### config.mk
export PLATFORM = sky130hd
export DESIGN_NAME = retospect_cfg_loader
export DESIGN_NICKNAME = d
export VERILOG_FILES = /design/src/rtl/retospect_pkg.sv /design/src/rtl/retospect_crc8_serial.sv /design/src/rtl/retospect_cfg_loader.sv
export SDC_FILE = /design/constraint.sdc
export NUM_CORES = 1
export LEC_CHECK = 0
export CAP_MARGIN = 20
export CORE_MARGIN = 2
export CORE_UTILIZATION = 25
export DETAILED_ROUTE_END_ITERATION = 10
export PLACE_DENSITY = 0.56
export REMOVE_ABC_BUFFERS = 1
export SYNTH_ARGS = -nofsm -noshare
export SYNTH_HDL_FRONTEND = slang
export SYNTH_HIERARCHICAL = 1
export SYNTH_SLANG_ARGS = --single-unit
### constraint.sdc
create_clock -name clk -period 4.3 [get_ports clk]
set_input_delay 1.075 -clock clk [delete_from_list [all_inputs] [get_ports clk]]
set_output_delay 1.075 -clock clk [all_outputs]
set_load 0.01 [all_outputs]
### src/rtl/retospect_pkg.sv
// Shared types and constants for the retospect configuration loader.
// Holds the loader state encoding, chain geometry and the CRC-8 step used by the optional check.
package retospect_pkg;

    typedef enum logic [2:0] {
        ST_IDLE,
        ST_FETCH,
        ST_SHIFT,
        ST_CRC,
        ST_ARM,
        ST_DONE
    } state_t;

    localparam logic [7:0] CRC8_POLY = 8'h07;

    localparam int CLOCKBOX_BITS     = 48;
    localparam int CNB_BITS          = 19;
    localparam int CNB_CELLS         = 25;
    localparam int CHAIN_LEN_DEFAULT = CLOCKBOX_BITS + CNB_CELLS * CNB_BITS;

    // One bit-serial CRC-8 step, bits fed in the same order they leave on the chain.
    function automatic logic [7:0] crc8_step(input logic [7:0] crc, input logic din);
        logic fb;
        fb = crc[7] ^ din;
        return {crc[6:0], 1'b0} ^ (fb ? CRC8_POLY : 8'h00);
    endfunction

endpackage

### src/rtl/retospect_crc8_serial.sv
// Bit-serial CRC-8 accumulator over the configuration bits as they are shifted out.
// Only instantiated when RETOSPECT_CFG_CRC_EN is defined.
module retospect_crc8_serial
    import retospect_pkg::*;
(
    input  logic       clk,
    input  logic       reset,
    input  logic       clear_i,
    input  logic       en_i,
    input  logic       bit_i,
    output logic [7:0] crc_o
);

    logic [7:0] crc_q;

    always_ff @(posedge clk) begin
        if (reset || clear_i) begin
            crc_q <= 8'h00;
        end else if (en_i) begin
            crc_q <= crc8_step(crc_q, bit_i);
        end
    end

    assign crc_o = crc_q;

endmodule

### src/rtl/retospect_cfg_loader.sv
// Byte-wide loader that serialises host bytes LSB-first onto the clockbox/cnb configuration chain.
// Define RETOSPECT_CFG_CRC_EN to require a trailing CRC-8 byte before the neuron-state reset pulse.
module retospect_cfg_loader
    import retospect_pkg::*;
#(
    parameter int CHAIN_LEN = CHAIN_LEN_DEFAULT,
    parameter int CNT_W     = 10
) (
    input  logic             clk,
    input  logic             reset,
    input  logic             start_i,
    input  logic             abort_i,
    input  logic [7:0]       in_data_i,
    input  logic             in_valid_i,
    output logic             in_ready_o,
    output logic             cfg_en_o,
    output logic             cfg_bit_o,
    output logic             nn_reset_o,
    output logic             busy_o,
    output logic             done_o,
    output logic             err_o,
    output logic [CNT_W-1:0] bits_left_o
);

    state_t           state_q, state_d;
    logic [7:0]       sreg_q;
    logic [3:0]       nbits_q;
    logic [CNT_W-1:0] bits_left_q;
    logic             done_q;
    logic             in_ready_q;
    logic             cfg_en_q;
    logic             cfg_bit_q;
    logic             nn_reset_q;
    logic             busy_q;
    logic             start_ok;
    logic [3:0]       first_nbits;

    assign start_ok    = (state_q == ST_IDLE || state_q == ST_DONE) && start_i && !abort_i;
    assign first_nbits = (bits_left_q < CNT_W'(8)) ? bits_left_q[3:0] : 4'd8;

`ifdef RETOSPECT_CFG_CRC_EN
    logic [7:0] crc;
    logic       err_q;

    retospect_crc8_serial u_crc (
        .clk    (clk),
        .reset  (reset),
        .clear_i(start_ok),
        .en_i   (state_q == ST_SHIFT),
        .bit_i  (cfg_bit_q),
        .crc_o  (crc)
    );

    always_ff @(posedge clk) begin
        if (reset || start_ok) begin
            err_q <= 1'b0;
        end else if (state_q == ST_CRC && state_d == ST_DONE) begin
            err_q <= 1'b1;
        end
    end

    assign err_o = err_q;
`else
    assign err_o = 1'b0;
`endif

    always_comb begin
        state_d = state_q;
        case (state_q)
            ST_IDLE, ST_DONE: if (start_i) state_d = ST_FETCH;
            ST_FETCH:         if (in_valid_i) state_d = ST_SHIFT;
            ST_SHIFT: begin
                // The final partial byte ends on bits_left, not nbits, so that test comes first.
                if (bits_left_q == CNT_W'(1)) begin
`ifdef RETOSPECT_CFG_CRC_EN
                    state_d = ST_CRC;
`else
                    state_d = ST_ARM;
`endif
                end else if (nbits_q == 4'd1) begin
                    state_d = ST_FETCH;
                end
            end
`ifdef RETOSPECT_CFG_CRC_EN
            ST_CRC:           if (in_valid_i) state_d = (in_data_i == crc) ? ST_ARM : ST_DONE;
`endif
            ST_ARM:           state_d = ST_DONE;
            default:          state_d = ST_IDLE;
        endcase
        if (abort_i) state_d = ST_IDLE;
    end

    // Outputs are registered from the next state so the chain sees clean, glitch-free strobes.
    always_ff @(posedge clk) begin
        if (reset) begin
            state_q     <= ST_IDLE;
            sreg_q      <= 8'h00;
            nbits_q     <= 4'd0;
            bits_left_q <= '0;
            done_q      <= 1'b0;
            in_ready_q  <= 1'b0;
            cfg_en_q    <= 1'b0;
            cfg_bit_q   <= 1'b0;
            nn_reset_q  <= 1'b0;
            busy_q      <= 1'b0;
        end else begin
            state_q    <= state_d;
            in_ready_q <= (state_d == ST_FETCH) || (state_d == ST_CRC);
            cfg_en_q   <= (state_d == ST_SHIFT);
            nn_reset_q <= (state_d == ST_ARM);
            busy_q     <= !(state_d == ST_IDLE || state_d == ST_DONE);
            cfg_bit_q  <= 1'b0;
            if (state_d == ST_SHIFT) begin
                cfg_bit_q <= (state_q == ST_FETCH) ? in_data_i[0] : sreg_q[1];
            end
            if (start_ok) begin
                bits_left_q <= CNT_W'(CHAIN_LEN);
                done_q      <= 1'b0;
            end
            if (state_q == ST_FETCH && state_d == ST_SHIFT) begin
                sreg_q  <= in_data_i;
                nbits_q <= first_nbits;
            end
            if (state_q == ST_SHIFT) begin
                sreg_q      <= {1'b0, sreg_q[7:1]};
                nbits_q     <= nbits_q - 4'd1;
                bits_left_q <= bits_left_q - CNT_W'(1);
            end
            if (state_q == ST_ARM && state_d == ST_DONE) begin
                done_q <= 1'b1;
            end
        end
    end

    assign in_ready_o  = in_ready_q;
    assign cfg_en_o    = cfg_en_q;
    assign cfg_bit_o   = cfg_bit_q;
    assign nn_reset_o  = nn_reset_q;
    assign busy_o      = busy_q;
    assign done_o      = done_q;
    assign bits_left_o = bits_left_q;

endmodule

==> impl_summary.md, run 1 <==
Clock tree
In this run, post-CTS repair resized a total of 0 instances. The master cell of the clock root buffer is sky130_fd_sc_hd__clkbuf_8. TritonCTS created 5 clock buffers. The tree built by TritonCTS fans out to 30 sinks. After clock tree synthesis, the setup repair step added 0 buffers. The later pin in the worst-skew pair is clocked with a latency of 0.27 ns. TritonCTS built the clock tree. The cts-stage hold buffer count is 0. The count of H-tree levels built during CTS is 2.

The clock-pin slew on the worst setup and hold paths is 0.06 ns. The number of buffers on the longest clock path is 2.

Setup path
The worst reg2reg path depth is 4. At the worst endpoint, the required time is 4.48 ns. The most critical setup path has its startpoint at abort_i.

In this run the critical register-to-register path is captured at nbits_q[3]. The worst setup path is captured at a register. The startpoint kind of the worst setup timing path is an input pin. The data arrival time of the critical path is 2.72 ns. The critical register-to-register path startpoint is state_q[1]. The worst setup path is of the input pin to register kind. The reg-to-reg setup timing slack is 2.17 ns. In this run the worst path has a maximum fanout of 11.

Floorplanning
The floorplan has 28 rows. From bottom edge to top edge, the die measures 82.3 µm. The horizontal die dimension is 82.3 µm. The initial core utilization is 25.9%.

After floorplanning, the core was sized to cover 5920 µm². The die outline area is 6770 µm². In this run the count of I/O pins placed on the die edge is 30.

Global route
The first-pass GRT wire length is 5.88 mm. The number of antenna violations at the first check in global routing is 0. The via count of the first global-routing pass is 1262.

The total grt overflow is 0. The total routing usage reported by global routing is 11.5%. Entering global routing, the biggest net connects 28 pins.

STA
Derived from the worst setup path, the maximum achievable clock frequency is 394 MHz. Setup total negative slack on the finished layout was measured at 0 ns. The minimum clock period after layout is 2.54 ns. Setup violations remaining at the end of the flow were counted as 0.

Clock skew on the completed layout was measured at 0.00373 ns. The worst slew margin relative to its limit is 41.8%. The actual slew at the worst max-slew pin is 0.873 ns. The count of endpoints failing hold in the final timing report is 0. Setup repair after global routing left no endpoint under its margin. The final worst-path cycle share is 59.1%.

The number of pins exceeding their max-slew limit in the final report is 0.

Min path
For hold timing, the worst endpoint is sreg_q[3]. The worst min-delay path category is register to register. The instance count along the most critical hold path is 2. The worst hold path begins at sreg_q[3].

Outcome
The flow ran to the end, and the final reports show no timing, DRC or antenna violations.

Finish
In the final layout, the share of cells above drive strength 1 is 9.00%. The synthesis-to-finish area growth is 26.4%. For this run, the share of the core covered by cells in the final layout is 32.7%. At the end of the flow, the number of nets in the layout was 218. The repair_antennas step left the layout with diodes totalling 0. The count of placed standard cells in the final layout, fillers left out is 275.

Routing
The final route contains 1319 vias. The detailed-route wire length per cell is 12.8 µm. After detailed routing, the number of vias per cell comes to 4.80. For this run, design rule violations remaining after detail routing come to 0.

The count of nets left with antenna violations once routing finished came out at 0. The total iterations of the first detailed-routing run is 4. The routed design has 3.52 mm of wire.

The DRC violation total after the first TritonRoute iteration is 31.

Logic synthesis
The share of the synthesized area in the top cell type is 39.2%. Among all flip-flop cells after synthesis, the most frequent one is sky130_fd_sc_hd__dfxtp_1. The commonest cells after synthesis are sky130_fd_sc_hd__dfxtp_1, sky130_fd_sc_hd__nor2_1, sky130_fd_sc_hd__nand2_1. Counting flops with a built-in enable in the synthesized netlist gives 0. The Yosys warning count is 6. Among all cell types in the netlist, the one instantiated most often is sky130_fd_sc_hd__dfxtp_1. The cell area that synthesis handed to floorplanning was 1530 µm². The average size of a mapped cell is 8.65 µm². The post-synthesis sequential area ratio is 39.2%. Of all flip-flops after synthesis, the portion carrying an async set or reset was 0%. The count of different cell masters after synthesis is 50. The number of instances in the synthesized netlist is 177. After synthesis, the cell types taking the most area are sky130_fd_sc_hd__dfxtp_1, sky130_fd_sc_hd__nor2_1, sky130_fd_sc_hd__nand2_1, sky130_fd_sc_hd__a21oi_1, sky130_fd_sc_hd__a311oi_1. The dominant cell type by area after synthesis is sky130_fd_sc_hd__dfxtp_1. Counting flops and latches in the post-synthesis netlist gives 30.

Placement
The count of input and output buffers is 28. The HPWL after detailed placement is 2.35 mm. The post-placement cell count is 269. The final weighted congestion in routability-driven placement is 0.820.

Power and ir drop
The leakage power total is 0.672 nW. Net switching is 24.4% of the power. VDD sags by at most 0.000108 V.

The power share of the sequential group is 49.9%. The cell-internal power is 449 µW. The clock network accounts for 36.7% of the total power. The completed layout was analyzed and its total power is 593 µW. The power dissipated by switching net loads is 145 µW. For this design the ratio of total power to cell area is 307 nW/µm². Of the total power, combinational logic draws 13.5%.

Job
Across the run, the number of max-cap violations was 0.
-- layout make-up --
class | count | area [µm²]
Fill cell | 609 | 3990
Timing Repair Buffer | 30 | 295
Inverter | 7 | 26.3
Clock buffer | 6 | 82.6
Tap cell | 75 | 93.8
Multi-Input combinational cell | 127 | 837
Sequential cell | 30 | 601
-- cell usage in the layout (no fill, tap or decap), types with 2 or more instances in the layout --
cell and instances:
sky130_fd_sc_hd__a21oi_1 11, sky130_fd_sc_hd__a221oi_1 2, sky130_fd_sc_hd__a311oi_1 6, sky130_fd_sc_hd__a31oi_1 2, sky130_fd_sc_hd__buf_4 2, sky130_fd_sc_hd__clkbuf_8 6
sky130_fd_sc_hd__clkdlybuf4s50_1 28, sky130_fd_sc_hd__dfxtp_1 30, sky130_fd_sc_hd__ha_1 4, sky130_fd_sc_hd__inv_1 7, sky130_fd_sc_hd__mux2i_1 2, sky130_fd_sc_hd__nand2_1 15
sky130_fd_sc_hd__nand2b_1 6, sky130_fd_sc_hd__nand3_1 7, sky130_fd_sc_hd__nand3b_1 2, sky130_fd_sc_hd__nand4_1 2, sky130_fd_sc_hd__nor2_1 21, sky130_fd_sc_hd__nor2b_1 3
sky130_fd_sc_hd__nor3_1 4, sky130_fd_sc_hd__nor3b_1 3, sky130_fd_sc_hd__nor4_4 2, sky130_fd_sc_hd__o22a_1 2, sky130_fd_sc_hd__o311a_1 2, sky130_fd_sc_hd__o41ai_1 2
sky130_fd_sc_hd__or2_2 2, sky130_fd_sc_hd__or3_1 3, sky130_fd_sc_hd__xnor2_1 2
-- how the worst max path moves through the flow --
| stage | to | slack, ns | cells after the start |
|---|---|---|---|
| 2_1_floorplan | sreg_q[7] | 2.18 | 4 |
| 5_1_grt | nbits_q[1] | 1.59 | 5 |
| 4_1_cts | sreg_q[4] | 1.77 | 5 |
| 3_5_place_dp | sreg_q[4] | 1.46 | 5 |
| 6_report | sreg_q[4] | 1.76 | 5 |
| 3_3_place_gp | nbits_q[1] | 1.51 | 5 |
-- worst max-delay path, cell delays in order --
cell                              delay (ns)
sky130_fd_sc_hd__clkdlybuf4s50_1        0.45
sky130_fd_sc_hd__nor2_1                 0.31
sky130_fd_sc_hd__and3_1                 0.51
sky130_fd_sc_hd__nand2_1                0.10
sky130_fd_sc_hd__a311oi_1               0.27
-- flip-flops by register name, indices dropped and copies added (netlist names) --
register,cells
in_ready_o,1
cfg_en_o,1
busy_o,1
done_o,1
sreg_q,7
nbits_q,4
bits_left_o,10
cfg_bit_o,1
nn_reset_o,1
state_q,3
-- routing by layer --
| layer | vias to the layer above | track usage (%) | share of wire (%) |
|---|---|---|---|
| li1 | 682 | - | - |
| met1 | 608 | 15.1 | 49 |
| met2 | 27 | 16.5 | 45 |
| met3 | 2 | 4.46 | 4.9 |
| met4 | 0 | 5.33 | 0.82 |
| met5 | - | 0 | 0 |
-- kinds of logic after synthesis --
group           Yosys count  share of synthesized area (%)
buf+inv                  20                           6.13
fa+ha+maj                 4                           3.27
mux                       2                           1.31
flops                    30                           39.2
other cells               1                          0.245
simple gates             77                           28.0
compound gates           40                           20.1
xor+xnor                  3                           1.72
-- power groups by stage --
stage	clock network (mW)	logic (mW)	registers [mW]
finish	0.218	0.0801	0.296
detailed placement	0	0.0797	0.302
floorplan	0	0.0419	0.302
global route	0.240	0.0886	0.297
CTS	0.230	0.0808	0.296
global placement	0	0.0802	0.302
-- metrics by stage --
stage	hold WS (ns)	setup slack (ns)	instance area, µm²
final	0.486	1.76	1940
after global routing	0.498	1.59	1940
after CTS	0.487	1.77	1940
after detailed placement	0.473	1.46	1850
after global placement	0.472	1.51	1850
after floorplan	0.453	2.18	1460
Power figures use the tool's default switching activity.
==> run 2: changes to the inputs <==
--- a/config.mk
+++ b/config.mk
@@ -9,7 +9,7 @@
 export CORE_MARGIN = 2
 export CORE_UTILIZATION = 25
 export DETAILED_ROUTE_END_ITERATION = 10
-export PLACE_DENSITY = 0.56
+export PLACE_DENSITY = 0.57
 export REMOVE_ABC_BUFFERS = 1
 export SYNTH_ARGS = -nofsm -noshare
 export SYNTH_HDL_FRONTEND = slang
==> constraint.sdc (replaced) <==
create_clock -name clk -period 2.2 [get_ports clk]
set_input_delay 0.55 -clock clk [delete_from_list [all_inputs] [get_ports clk]]
set_output_delay 0.55 -clock clk [all_outputs]
set_load 0.01 [all_outputs]
==> run 2 against run 1 <==
Compared with the run above: highest routed layer unchanged; register-to-register slack worse by 1.9 ns; via count is 1.3% higher; final cell count grew 3.3%; wire length increased by 0.40%; setup slack worse by 1.5 ns; non-clock buffer count grew 7; first-iteration DRC count up 84%; largest power group unchanged.
==> impl_summary.md, run 2 (synthesis results as in run 1) <==
Clock tree
The count of buffers added by post-CTS timing repair for setup is 0. The H-tree was split into 2 levels. The clock latency on the worst-skew pair is 0.28 ns. The total of cells resized after clock tree synthesis is 0. The cts-stage hold buffer count is 0. The clock sink count is 30. The clock passes through at most 2 buffers. The TritonCTS clock tree is yes. The number of CTS-inserted buffers is 5. After clock tree synthesis, the clock-pin slew on the worst setup and hold paths is 0.07 ns. The master cell of the clock root buffer is sky130_fd_sc_hd__clkbuf_8.

Floorplanning
The total number of placement rows is 28. The die outline area is 6770 µm². For this configuration, the core starts out at a cell density of 25.9%.

In this run the count of I/O pins placed on the die edge is 30. Measured along the x axis, the die boundary spans 82.3 µm. The total core area is 5920 µm². The height of the die is 82.3 µm.

Routing
The via count is 1336. The detail route stage leaves a number of antenna-violating nets equal to 0. The first TritonRoute pass finished after 4 iterations. Wires add up to 3.54 mm.

For this run, design rule violations remaining after detail routing come to 0. The average via count per standard cell is 4.70. Dividing the detail-routed wire length by the instance count gives 12.4 µm.

In this run, the number of DRC markers left after iteration 0 of detailed routing was 57.

STA
Setup violations remaining at the end of the flow were counted as 0. At the pin with the least slew margin, the transition time is 0.517 ns. The number of pins exceeding their max-slew limit in the final report came to 0.

The final setup skew is 0.00486 ns. Counting I/O delays and the setup requirement, the final critical path takes 1.97 ns. Static timing analysis puts the maximum clock frequency at 508 MHz. Measured against its own limit, the worst slew margin works out to 65.2%. The count of endpoints failing hold in the final timing report is 0. The final worst-path cycle share is 89.5%. The summed negative setup slack over all endpoints is 0 ns.

Setup repair after global routing left no endpoint under its margin.

Placement
Input and output buffers added on the ports amount to 28. Detailed placement ended at an HPWL of 2.63 mm. The final weighted congestion in routability-driven placement is 0.775.

The number of placed instances, taps included, is 276.

Global route
The first-pass GRT wire length is 5.93 mm. Entering global routing, the biggest net connects 27 pins. The via count of the first global-routing pass came to 1255.

The total routing usage reported by global routing is 11.6%. The total grt overflow is 0. The number of antenna violations at the first check in global routing is 0.

Setup path
Tracing the worst setup path back leads to its startpoint at bits_left_o[7]. The endpoint of the most critical register-to-register path is nn_reset_o. For the worst flop-to-flop path, the logic depth is 4. The worst setup path is captured at a primary output. The startpoint kind of the worst setup timing path is a register.

Data arrives at the worst endpoint at 1.42 ns. The standard cell with the maximum stage delay on the critical path is sky130_fd_sc_hd__clkdlybuf4s50_1. The data required time of the critical path is 1.65 ns. Walking the worst path, the cells encountered are clkdlybuf4s50_1. The worst register-to-register path begins at bits_left_o[3]. The critical path's largest stage delay is 0.61 ns. The number of buffer and inverter stages on the critical path is 1.

The dominant delay contributor by cell family on the critical path is buffers and inverters. Along the worst path, the maximum fanout reaches 7. The reg-to-reg setup timing slack is 0.30 ns. The worst setup path is of the register to primary output kind.

Finish
The count of placed standard cells in the final layout, fillers left out is 284. The share of post-route cells with drive strength above 1 is 12.4%. The synthesis-to-finish area growth is 30.4%. 0 antenna diodes ended up in the layout. The layout net count is 225.

The top cell types in the final layout, fill and taps aside, are sky130_fd_sc_hd__dfxtp_1, sky130_fd_sc_hd__clkdlybuf4s50_1, sky130_fd_sc_hd__nor2_1. The number of flip-flops under the largest register name is 10. The most common library cell in the layout ignoring fill and taps is sky130_fd_sc_hd__dfxtp_1.

Outcome
The run finished with clean final reports.

Min path
The worst min-delay path category is register to register. The instance count along the most critical hold path is 2. The hold path startpoint is sreg_q[1].

For hold timing, the worst endpoint is sreg_q[1].

Power and ir drop
The power per unit of standard cell area is 599 nW/µm². The highest ir drop seen on vdd is 0.000267 V. In this run the static leakage power is 0.711 nW.

Job
Across the run, the number of max-cap violations was 0.
## run 2: per-stage QoR
step	setup slack [ns]	instance area, µm²	hold slack [ns]	util, %	power [mW]
final	0.230	2000	0.482	33.7	1.20
after global routing	0.162	2000	0.504	33.7	1.26
after CTS	0.207	2000	0.484	33.7	1.22
after detailed placement	0.118	1910	0.469	32.2	0.750
after global placement	0.131	1910	0.470	32.2	0.749
after floorplan	0.328	1460	0.453	-	0.672
## run 2: power by group
part	leakage [nW]	internal (mW)	switching [mW]
sequential	0.243	0.559	0.0178
combinational	0.419	0.0798	0.0795
clock	0.0482	0.252	0.207
total	0.711	0.891	0.304
## run 2: layout make-up
class | count | area (µm²)
Multi-Input combinational cell | 127 | 837
Timing Repair Buffer | 37 | 348
Clock buffer | 7 | 86.3
Sequential cell | 30 | 601
Clock inverter | 1 | 5.00
Inverter | 7 | 26.3
Tap cell | 75 | 93.8
Fill cell | 624 | 3920
## run 2: layer usage
| layer | track usage, % | wire [µm] |
|---|---|---|
| met5 | 0 | 0 |
| met4 | 5.00 | 58 |
| met3 | 4.57 | 255 |
| met2 | 16.8 | 1520 |
| met1 | 15.2 | 1700 |
## run 2: worst max-delay path by stage
stage,endpoint,slack (ns),cells past startpoint
after floorplan,bits_left_o[7],0.33,4
after global routing,bits_left_o[7],0.16,1
after global placement,bits_left_o[9],0.13,5
after detailed placement,bits_left_o[3],0.12,5
final,bits_left_o[7],0.23,1
after CTS,bits_left_o[7],0.21,1
## run 2: worst reg2reg max path, delay by kind of cell, from the launching register on
kind	cells	cell delay, ns
compound gates	1	0.20
simple gates	3	1.28
flops	1	0.36
